**src/rtl/pyr_dense_optical_flow_accel_mul_arb.sv**
```systemverilog
// Round-robin arbiter sharing one pipelined signed multiplier, with flush.
// Define MUL_ARB_STATS_EN to add issue/stall statistics counters.
module pyr_dense_optical_flow_accel_mul_arb #(
  parameter int NUM_REQ = 4,
  parameter int A_W     = 9,
  parameter int B_W     = 17,
  parameter int P_W     = 26,
  parameter int MUL_LAT = 3,
  parameter int ID_W    = 2
) (
  input  logic                   clk,
  input  logic                   reset_n,
  input  logic [NUM_REQ-1:0]     req_valid,
  output logic [NUM_REQ-1:0]     req_ready,
  input  logic [NUM_REQ*A_W-1:0] req_a,
  input  logic [NUM_REQ*B_W-1:0] req_b,
  output logic                   rsp_valid,
  input  logic                   rsp_ready,
  output logic [ID_W-1:0]        rsp_id,
  output logic [P_W-1:0]         rsp_p,
  output logic                   mul_ce,
  output logic [A_W-1:0]         mul_a,
  output logic [B_W-1:0]         mul_b,
  input  logic [P_W-1:0]         mul_p,
  input  logic                   flush_req,
  output logic                   flush_done,
  output logic                   busy
`ifdef MUL_ARB_STATS_EN
  ,
  output logic [31:0]            stat_issue_cnt,
  output logic [31:0]            stat_stall_cnt
`endif
);

  typedef enum logic [1:0] {
    RUN   = 2'd0,
    DRAIN = 2'd1,
    HALT  = 2'd2
  } state_t;

  state_t            state_q;
  logic              flush_done_q;
  logic [ID_W-1:0]   ptr_q;
  logic [MUL_LAT-1:0] vld_q;
  logic [ID_W-1:0]   id_q [MUL_LAT];
  logic [A_W-1:0]    mul_a_q;
  logic [B_W-1:0]    mul_b_q;

  logic [A_W-1:0]    a_arr [NUM_REQ];
  logic [B_W-1:0]    b_arr [NUM_REQ];
  logic [NUM_REQ-1:0] gnt_oh;
  logic [ID_W-1:0]   gnt_id;
  logic [ID_W-1:0]   idx_id;
  logic              found;
  int                idx;
  logic              grant_en;
  logic              issue;
  logic [A_W-1:0]    a_d;
  logic [B_W-1:0]    b_d;

  for (genvar g = 0; g < NUM_REQ; g++) begin : g_unpack
    assign a_arr[g] = req_a[g*A_W +: A_W];
    assign b_arr[g] = req_b[g*B_W +: B_W];
  end

  assign rsp_valid  = vld_q[MUL_LAT-1];
  assign rsp_id     = id_q[MUL_LAT-1];
  assign rsp_p      = mul_p;
  assign mul_ce     = !(rsp_valid && !rsp_ready);
  assign mul_a      = mul_a_q;
  assign mul_b      = mul_b_q;
  assign flush_done = flush_done_q;
  assign busy       = |vld_q;

  // Flush has priority over any request seen in the same cycle.
  assign grant_en = reset_n && (state_q == RUN) && !flush_req && mul_ce;

  always_comb begin
    gnt_oh = '0;
    gnt_id = '0;
    idx_id = '0;
    found  = 1'b0;
    idx    = 0;
    for (int k = 1; k <= NUM_REQ; k++) begin
      idx = int'(ptr_q) + k;
      if (idx >= NUM_REQ) idx = idx - NUM_REQ;
      idx_id = ID_W'(idx);
      if (!found && req_valid[idx_id]) begin
        found          = 1'b1;
        gnt_id         = idx_id;
        gnt_oh[idx_id] = 1'b1;
      end
    end
  end

  assign req_ready = grant_en ? gnt_oh : '0;
  assign issue     = |(req_valid & req_ready);
  assign a_d       = issue ? a_arr[gnt_id] : '0;
  assign b_d       = issue ? b_arr[gnt_id] : '0;

  // Operand register acts as the first multiplier stage, so it stalls too.
  always_ff @(posedge clk or negedge reset_n) begin
    if (!reset_n) begin
      vld_q   <= '0;
      ptr_q   <= ID_W'(NUM_REQ-1);
      mul_a_q <= '0;
      mul_b_q <= '0;
      for (int i = 0; i < MUL_LAT; i++) id_q[i] <= '0;
    end else if (mul_ce) begin
      mul_a_q  <= a_d;
      mul_b_q  <= b_d;
      vld_q[0] <= issue;
      id_q[0]  <= issue ? gnt_id : '0;
      for (int i = 1; i < MUL_LAT; i++) begin
        vld_q[i] <= vld_q[i-1];
        id_q[i]  <= id_q[i-1];
      end
      if (issue) ptr_q <= gnt_id;
    end
  end

  always_ff @(posedge clk or negedge reset_n) begin
    if (!reset_n) begin
      state_q      <= RUN;
      flush_done_q <= 1'b0;
    end else begin
      unique case (state_q)
        RUN: begin
          if (flush_req) state_q <= DRAIN;
        end
        DRAIN: begin
          if (!flush_req) begin
            state_q <= RUN;
          end else if (!busy) begin
            state_q      <= HALT;
            flush_done_q <= 1'b1;
          end
        end
        HALT: begin
          if (!flush_req) begin
            state_q      <= RUN;
            flush_done_q <= 1'b0;
          end
        end
        default: begin
          state_q      <= RUN;
          flush_done_q <= 1'b0;
        end
      endcase
    end
  end

`ifdef MUL_ARB_STATS_EN
  logic [31:0] issue_cnt_q;
  logic [31:0] stall_cnt_q;

  always_ff @(posedge clk or negedge reset_n) begin
    if (!reset_n) begin
      issue_cnt_q <= '0;
      stall_cnt_q <= '0;
    end else begin
      if (issue)   issue_cnt_q <= issue_cnt_q + 32'd1;
      if (!mul_ce) stall_cnt_q <= stall_cnt_q + 32'd1;
    end
  end

  assign stat_issue_cnt = issue_cnt_q;
  assign stat_stall_cnt = stall_cnt_q;
`endif

endmodule
```
**config.mk**
```make
export PLATFORM = sky130hd
export DESIGN_NAME = pyr_dense_optical_flow_accel_mul_arb
export DESIGN_NICKNAME = d
export VERILOG_FILES = /design/src/rtl/pyr_dense_optical_flow_accel_mul_arb.sv
export SDC_FILE = /design/constraint.sdc
export NUM_CORES = 1
export LEC_CHECK = 0
export ABC_AREA = 1
export BUFFER_PORTS_ARGS = -buffer_cell sky130_fd_sc_hd__clkbuf_2
export CAP_MARGIN = 40
export CORE_ASPECT_RATIO = 0.75
export CORE_UTILIZATION = 46
export DETAILED_ROUTE_END_ITERATION = 16
export PLACE_DENSITY = 0.93
export SLEW_MARGIN = 20
export SYNTH_ARGS = -nofsm -noshare
export SYNTH_HDL_FRONTEND = slang
export SYNTH_SLANG_ARGS = --single-unit
```
**constraint.sdc**
```tcl
create_clock -name clk -period 3.14 [get_ports clk]
set_input_delay 0.471 -clock clk [delete_from_list [all_inputs] [get_ports clk]]
set_output_delay 0.471 -clock clk [all_outputs]
set_load 0.01 [all_outputs]
```
### Yosys cells after proc, flatten, opt, wreduce, memory -nomap -nowiden

Cells that the tools add are included.

| word-level totals | value |
|---|---|
| flip-flop bits (word level) | 40 |
| bits of input ports | 138 |
| output and inout port bits | 62 |
| logic and storage cells | 117 |

| cells by class | value |
|---|---|
| $add $sub $neg | 8 |
| $lt $le $gt $ge | 13 |
| eq/ne operators | 7 |
| multiplexer cells | 50 |
| bitwise operators | 7 |
| reduce and logical (&&, ||, !) cells | 23 |

Operators with widths:

| kind | count |
|---|---|
| $mux W17 | 3 |
| $bmux W17 S2 | 1 |
| $mux W9 | 3 |
| $mux W2 | 13 |
| $mux W4 | 5 |
| $bmux W9 S2 | 1 |
| $mux W1 | 14 |
| $ge A3 B3 Y1 const B | 4 |
| $lt A2 B3 Y1 const B | 4 |
| $or A4 B4 Y4 | 3 |
| $logic_and A1 B1 Y1 | 11 |
| $bmux W1 S2 | 4 |
| $demux W1 S2 | 4 |
| $ge A2 B1 Y1 const B | 4 |
| $ne A2 B2 Y1 const B | 4 |
| $sub A2 B1 Y2 const B | 4 |
| $add A2 B2 Y3 const B | 2 |
| $logic_not A1 Y1 | 6 |
| $pmux W2 S3 | 1 |
| $add A2 B3 Y4 const B | 1 |
| $and A4 B4 Y4 | 1 |
| $ge A4 B3 Y1 const B | 1 |
| $reduce_and A4 Y1 | 1 |
| $reduce_or A4 Y1 | 1 |
| other kinds (11) | 12 |

### Depth between registers and ports, before layout

| logic depth | value |
|---|---|
| depth in word-level cells | 20 |
| mapped depth | 18 |
| mapped depth without buffers | 16 |

### Least setup slack after synthesis

Ideal clock, no wire load.

| timing path | value |
|---|---|
| path type | flip-flop to flip-flop |
| from | register ptr_q[0] |
| to | register mul_b_q[10] (netlist: mul_b[10]) |
| arrival time | 2.292 ns |
| required time | 3.017 ns |
| setup slack | 0.725 ns |
| cell stages (with the launch flop) | 19 |
| path buffers | 2 |
| clock period less this slack | 2.415 ns |
| cells stage by stage | dfstp_2 -> buf_6 -> inv_6 -> ha_1 -> inv_1 -> nand3_1 -> nand2_1 -> nand2_1 -> inv_1 -> nand2_2 -> nand2_4 -> nand2_4 -> inv_4 -> buf_6 -> nand2_1 -> nand3_1 -> nand2_1 -> o21ai_0 -> nand2_1 |

| between the ends | value |
|---|---|
| word-level cells in the longest chain between the ends | 20 |
| elaborated cells on any way between the ends | 72 |
| classes of those cells | 8 x add/sub; 12 x order compare; 36 x mux; 5 x bitwise; 11 x reduce/logical |

Ends and longest elaborated chain:

| what | line | text |
|---|---|---|
| start, declared | 43 | `logic [ID_W-1:0] ptr_q;` |
| start signal, assigned | 105 | `ptr_q <= ID_W'(NUM_REQ-1);` |
| start signal, assigned | 118 | `if (issue) ptr_q <= gnt_id;` |
| branches (longest 19 deep; another with $add A2 B1 Y3) | -- |  |
| $mux W17 (*) | 99 | `assign b_d = issue ? b_arr[gnt_id] : '0;` |
| end signal, assigned | 107 | `mul_b_q <= '0;` |
| end signal, assigned | 111 | `mul_b_q <= b_d;` |
| end, declared | 47 | `logic [B_W-1:0] mul_b_q;` |

Every way passes the cells marked *. The select of a mux whose other input is x is not followed.
A chain may end at the register's enable or synchronous reset.

### Final worst setup path

| timing path | value |
|---|---|
| from | register ptr_q[1] |
| to | output port req_ready[1] |

| between the ends | value |
|---|---|
| word-level cells in the longest chain between the ends | 16 |
| elaborated cells on any way between the ends | 61 |
| classes of those cells | 8 x add/sub; 12 x order compare; 28 x mux; 3 x bitwise; 10 x reduce/logical |

Ends and longest elaborated chain:

| what | line | text |
|---|---|---|
| branches (longest 14 deep; another with $add A2 B1 Y3) | -- |  |
| $mux W4 (*) | 88 | `if (!found && req_valid[idx_id]) begin` |
| $mux W4 (*) | 96 | `assign req_ready = grant_en ? gnt_oh : '0;` |
| end, declared | 14 | `output logic [NUM_REQ-1:0] req_ready,` |

Marks and branches as above.

==> flow_metrics.tcl <==
set metrics [dict create \
    path_max_fanout 7 \
    htree_levels 2 \
    cts_tree "done" \
    synthCells 580 \
    grt.met1_usage_pct 32.9 \
    crit_path_end_kind "output pin" \
    fin_crit_ns 2.93 \
    rsz0062_at_grt "false" \
    die-area_um2 8260 \
    busiest_layer "met2" \
    use_met2_pct 40.5 \
    grt_remaining_overflow 0 \
    path_clk_slew_ns 0.08 \
    synth_top_family_by_area "simple AND/OR/NAND/NOR gates" \
    gp_congestion 0.948 \
    initialDrtViolationCount 203 \
    dp.final_hpwl_mm 7.82 \
    synth_area_per_cell_um2 6.26 \
    final.period_utilization_pct 93.3 \
    antenna_found_initial 0 \
    cts_sinks 40 \
    power.density_nw_per_um2 1030 \
    portBuffers 147 \
    max_freq_mhz 341 \
    n_antenna_cell 0 \
    synth_top_area_cell "dfrtp_1" \
    maxCapViolations 0 \
    yosysUniqueCellTypes 26 \
    yosys.area_share.xor_xnor_pct 0 \
    ys_top_cells_by_area "dfrtp_1 26%, nand2_1 21%, nand3_1 11%, inv_1 10%, buf_4 6.4%" \
    cts_root_buf "clkbuf_8" \
    async_reset_ff_share_pct 100 \
    initial_core_util_pct 48.4 \
    peakVddDrop_v 0.000498 \
    synth_top_area_share_pct 26.2 \
    synthAdderAreaFrac_pct 2.75 \
    tightest_slew_ns 0.501 \
    grt_pass1_wl_mm 16.4 \
    crit_arrival_ns 2.46 \
    die_x_um 105 \
    route.detailed.drc 0 \
    pwr-share-comb_pct 74.8 \
    hp-class "primary input to asynchronous set/reset pin" \
    setup_violations 0 \
    p_sw_mw 2.48 \
    area_growth_pct 19.0 \
    grt_usage_pct 24.6 \
    synth_compound_gate_area_share_pct 6.23 \
    vias 3922 \
    clkPwrFrac_pct 7.3 \
    dr.pass1.iters 5 \
    pwr-share-seq_pct 17.9 \
    slew_headroom_pct 66.6 \
    clk_latency_ns 0.29 \
    dp_slack_ns 0.382 \
    grt_pass1_vias 3468 \
    start_kind "flip-flop" \
    slew_viol_final 0 \
    yosys.area_share.simple_pct 41.5 \
    core_um2 7500 \
    p_sw_share_pct 55.5 \
    slowest_delay_ns 0.59 \
    setup_ws_ns 0.212 \
    io_pins 200 \
    ant_nets 0 \
    synth_mux_area_share_pct 0 \
    yosysMostFrequentCell "nand2_1" \
    crit_top_cell "inv_1" \
    clock_skew_ns 0.0130 \
    vias_per_cell 4.91 \
    p_int_mw 1.99 \
    ys_ff_latch 40 \
    drt-total-wl_mm 10.1 \
    final_nets 844 \
    numCtsBuffers 5 \
    grt_max_degree 41 \
    hold_viol_final 0 \
    setup_tns_ns 0 \
    crit_required_ns 2.67 \
    leakage_nw 2.83 \
    ys.warnings.count 0 \
    clk_path_buf_depth 2 \
    crit_slowest_cell "dfstp_2" \
    wire_per_inst_um 12.6 \
    synth_edf_count 0 \
    die-height_um 79.0 \
    drive_above_1_share_pct 27.4 \
    outcome "complete, no violations" \
    use_met3_pct 6.32 \
    num_rows 27 \
    ys_seq_area_share_pct 27.6 \
    syn_area_um2 3630 \
    synth_top_flop_cell "dfrtp_1" \
    crit_chain "inv_1 -> ha_1 -> inv_1 -> nand3_1 -> nand2_1 -> nand2_1 -> inv_1 -> nand3_1 -> nand3_1 -> nand2_1 -> inv_1 -> clkbuf_2" \
    crit_type "flip-flop to output pin" \
    synth_common_cells "204 x nand2_1, 101 x inv_1, 81 x nand3_1" \
    synth.net_count 726 \
]
path summary, 6_finish.rpt:
check | depth (start not counted) | slack (ns) | startpoint | to
max | 12 | 0.21 | ptr_q[1]$_DFFE_PN1P_ | req_ready[1]
min | 2 | 0.26 | reset_n | id_q[3]$_DFFE_PN0N_
max reg2reg | 15 | 0.37 | ptr_q[1]$_DFFE_PN1P_ | mul_b[9]$_DFFE_PN0N_
min reg2reg | 2 | 0.48 | id_q[5]$_DFFE_PN0N_ | id_q[3]$_DFFE_PN0N_
max in group asynchronous | 2 | 2.50 | reset_n | ptr_q[1]$_DFFE_PN1P_
min in group clk | 3 | 0.44 | flush_req | state_q[0]$_DFFE_PN0P_
flip-flops by register name (all words and copies together), names as in the netlist:
name        cells
mul_b          17
mul_a           9
id_q            4
vld_q           3
ptr_q           2
rsp_id          2
state_q         2
flush_done      1
cell families (layout without fill, tap and decap cells):
group           after synthesis  in the layout
compound gates               42             42
fa+ha+maj                     8              8
buf+inv                     158            276
flops                        40             40
simple gates                332            332
metal layers:
| layer | share of wire (%) | vias to the layer above |
|---|---|---|
| met2 | 46 | 182 |
| met3 | 8.9 | 8 |
| met4 | 1.1 | 0 |
| li1 | - | 1978 |
| met5 | 0 | - |
| met1 | 44 | 1754 |
what timing repair did:
action                     in CTS  in global routing
buffers inserted                0                  4
setup endpoints to repair       0                  3
hold buffers                    0                  0
resized for setup               0                  1
power groups by stage:
stage          clock, mW  combinational [mW]  sequential, mW
2_1_floorplan          0                2.58           0.839
3_3_place_gp           0                3.25           0.807
3_5_place_dp           0                3.26           0.815
4_1_cts            0.335                3.27           0.806
5_1_grt            0.365                3.77           0.821
6_report           0.327                3.34           0.800
area by class of cell:
type | count | area, um2
Fill cell | 767 | 3180
Multi-Input combinational cell | 382 | 1840
Sequential cell | 40 | 1000
Timing Repair Buffer | 165 | 871
Inverter | 104 | 400
Tap cell | 101 | 126
Clock buffer | 5 | 68.8
Clock inverter | 2 | 12.5
critical path: cells and delay by family, from the launching register on:
| family | cells | cell delay (ns) |
|---|---|---|
| flops | 1 | 0.59 |
| fa+ha+maj | 1 | 0.36 |
| simple gates | 6 | 0.58 |
| buf+inv | 5 | 0.63 |
cells in the final DEF, fill, tap and decap left out, types with 2 or more instances in the layout:
cell,instances
nand3b_1,26
nand2_4,5
nor2_2,2
o21ai_1,18
nor3_1,2
ha_1,8
clkbuf_2,147
dfrtp_1,38
nand2_2,3
buf_4,18
a21boi_0,5
nand3_1,81
o21ai_0,16
nor2_1,6
inv_4,2
clkbuf_8,5
nand2_1,204
a21oi_1,2
inv_1,101
dfstp_2,2
through the flow:
step	instances	power [mW]	utilization (%)	hold slack [ns]	instance area (um2)
4_1_cts	795	4.41	57.2	0.275	4290
2_1_floorplan	580	3.42	-	0.175	3630
3_5_place_dp	788	4.07	56.1	0.459	4210
3_3_place_gp	788	4.06	56.1	0.451	4210
6_report	799	4.47	57.6	0.258	4320
5_1_grt	799	4.96	57.6	0.290	4320
Power figures use the tool's default switching activity.
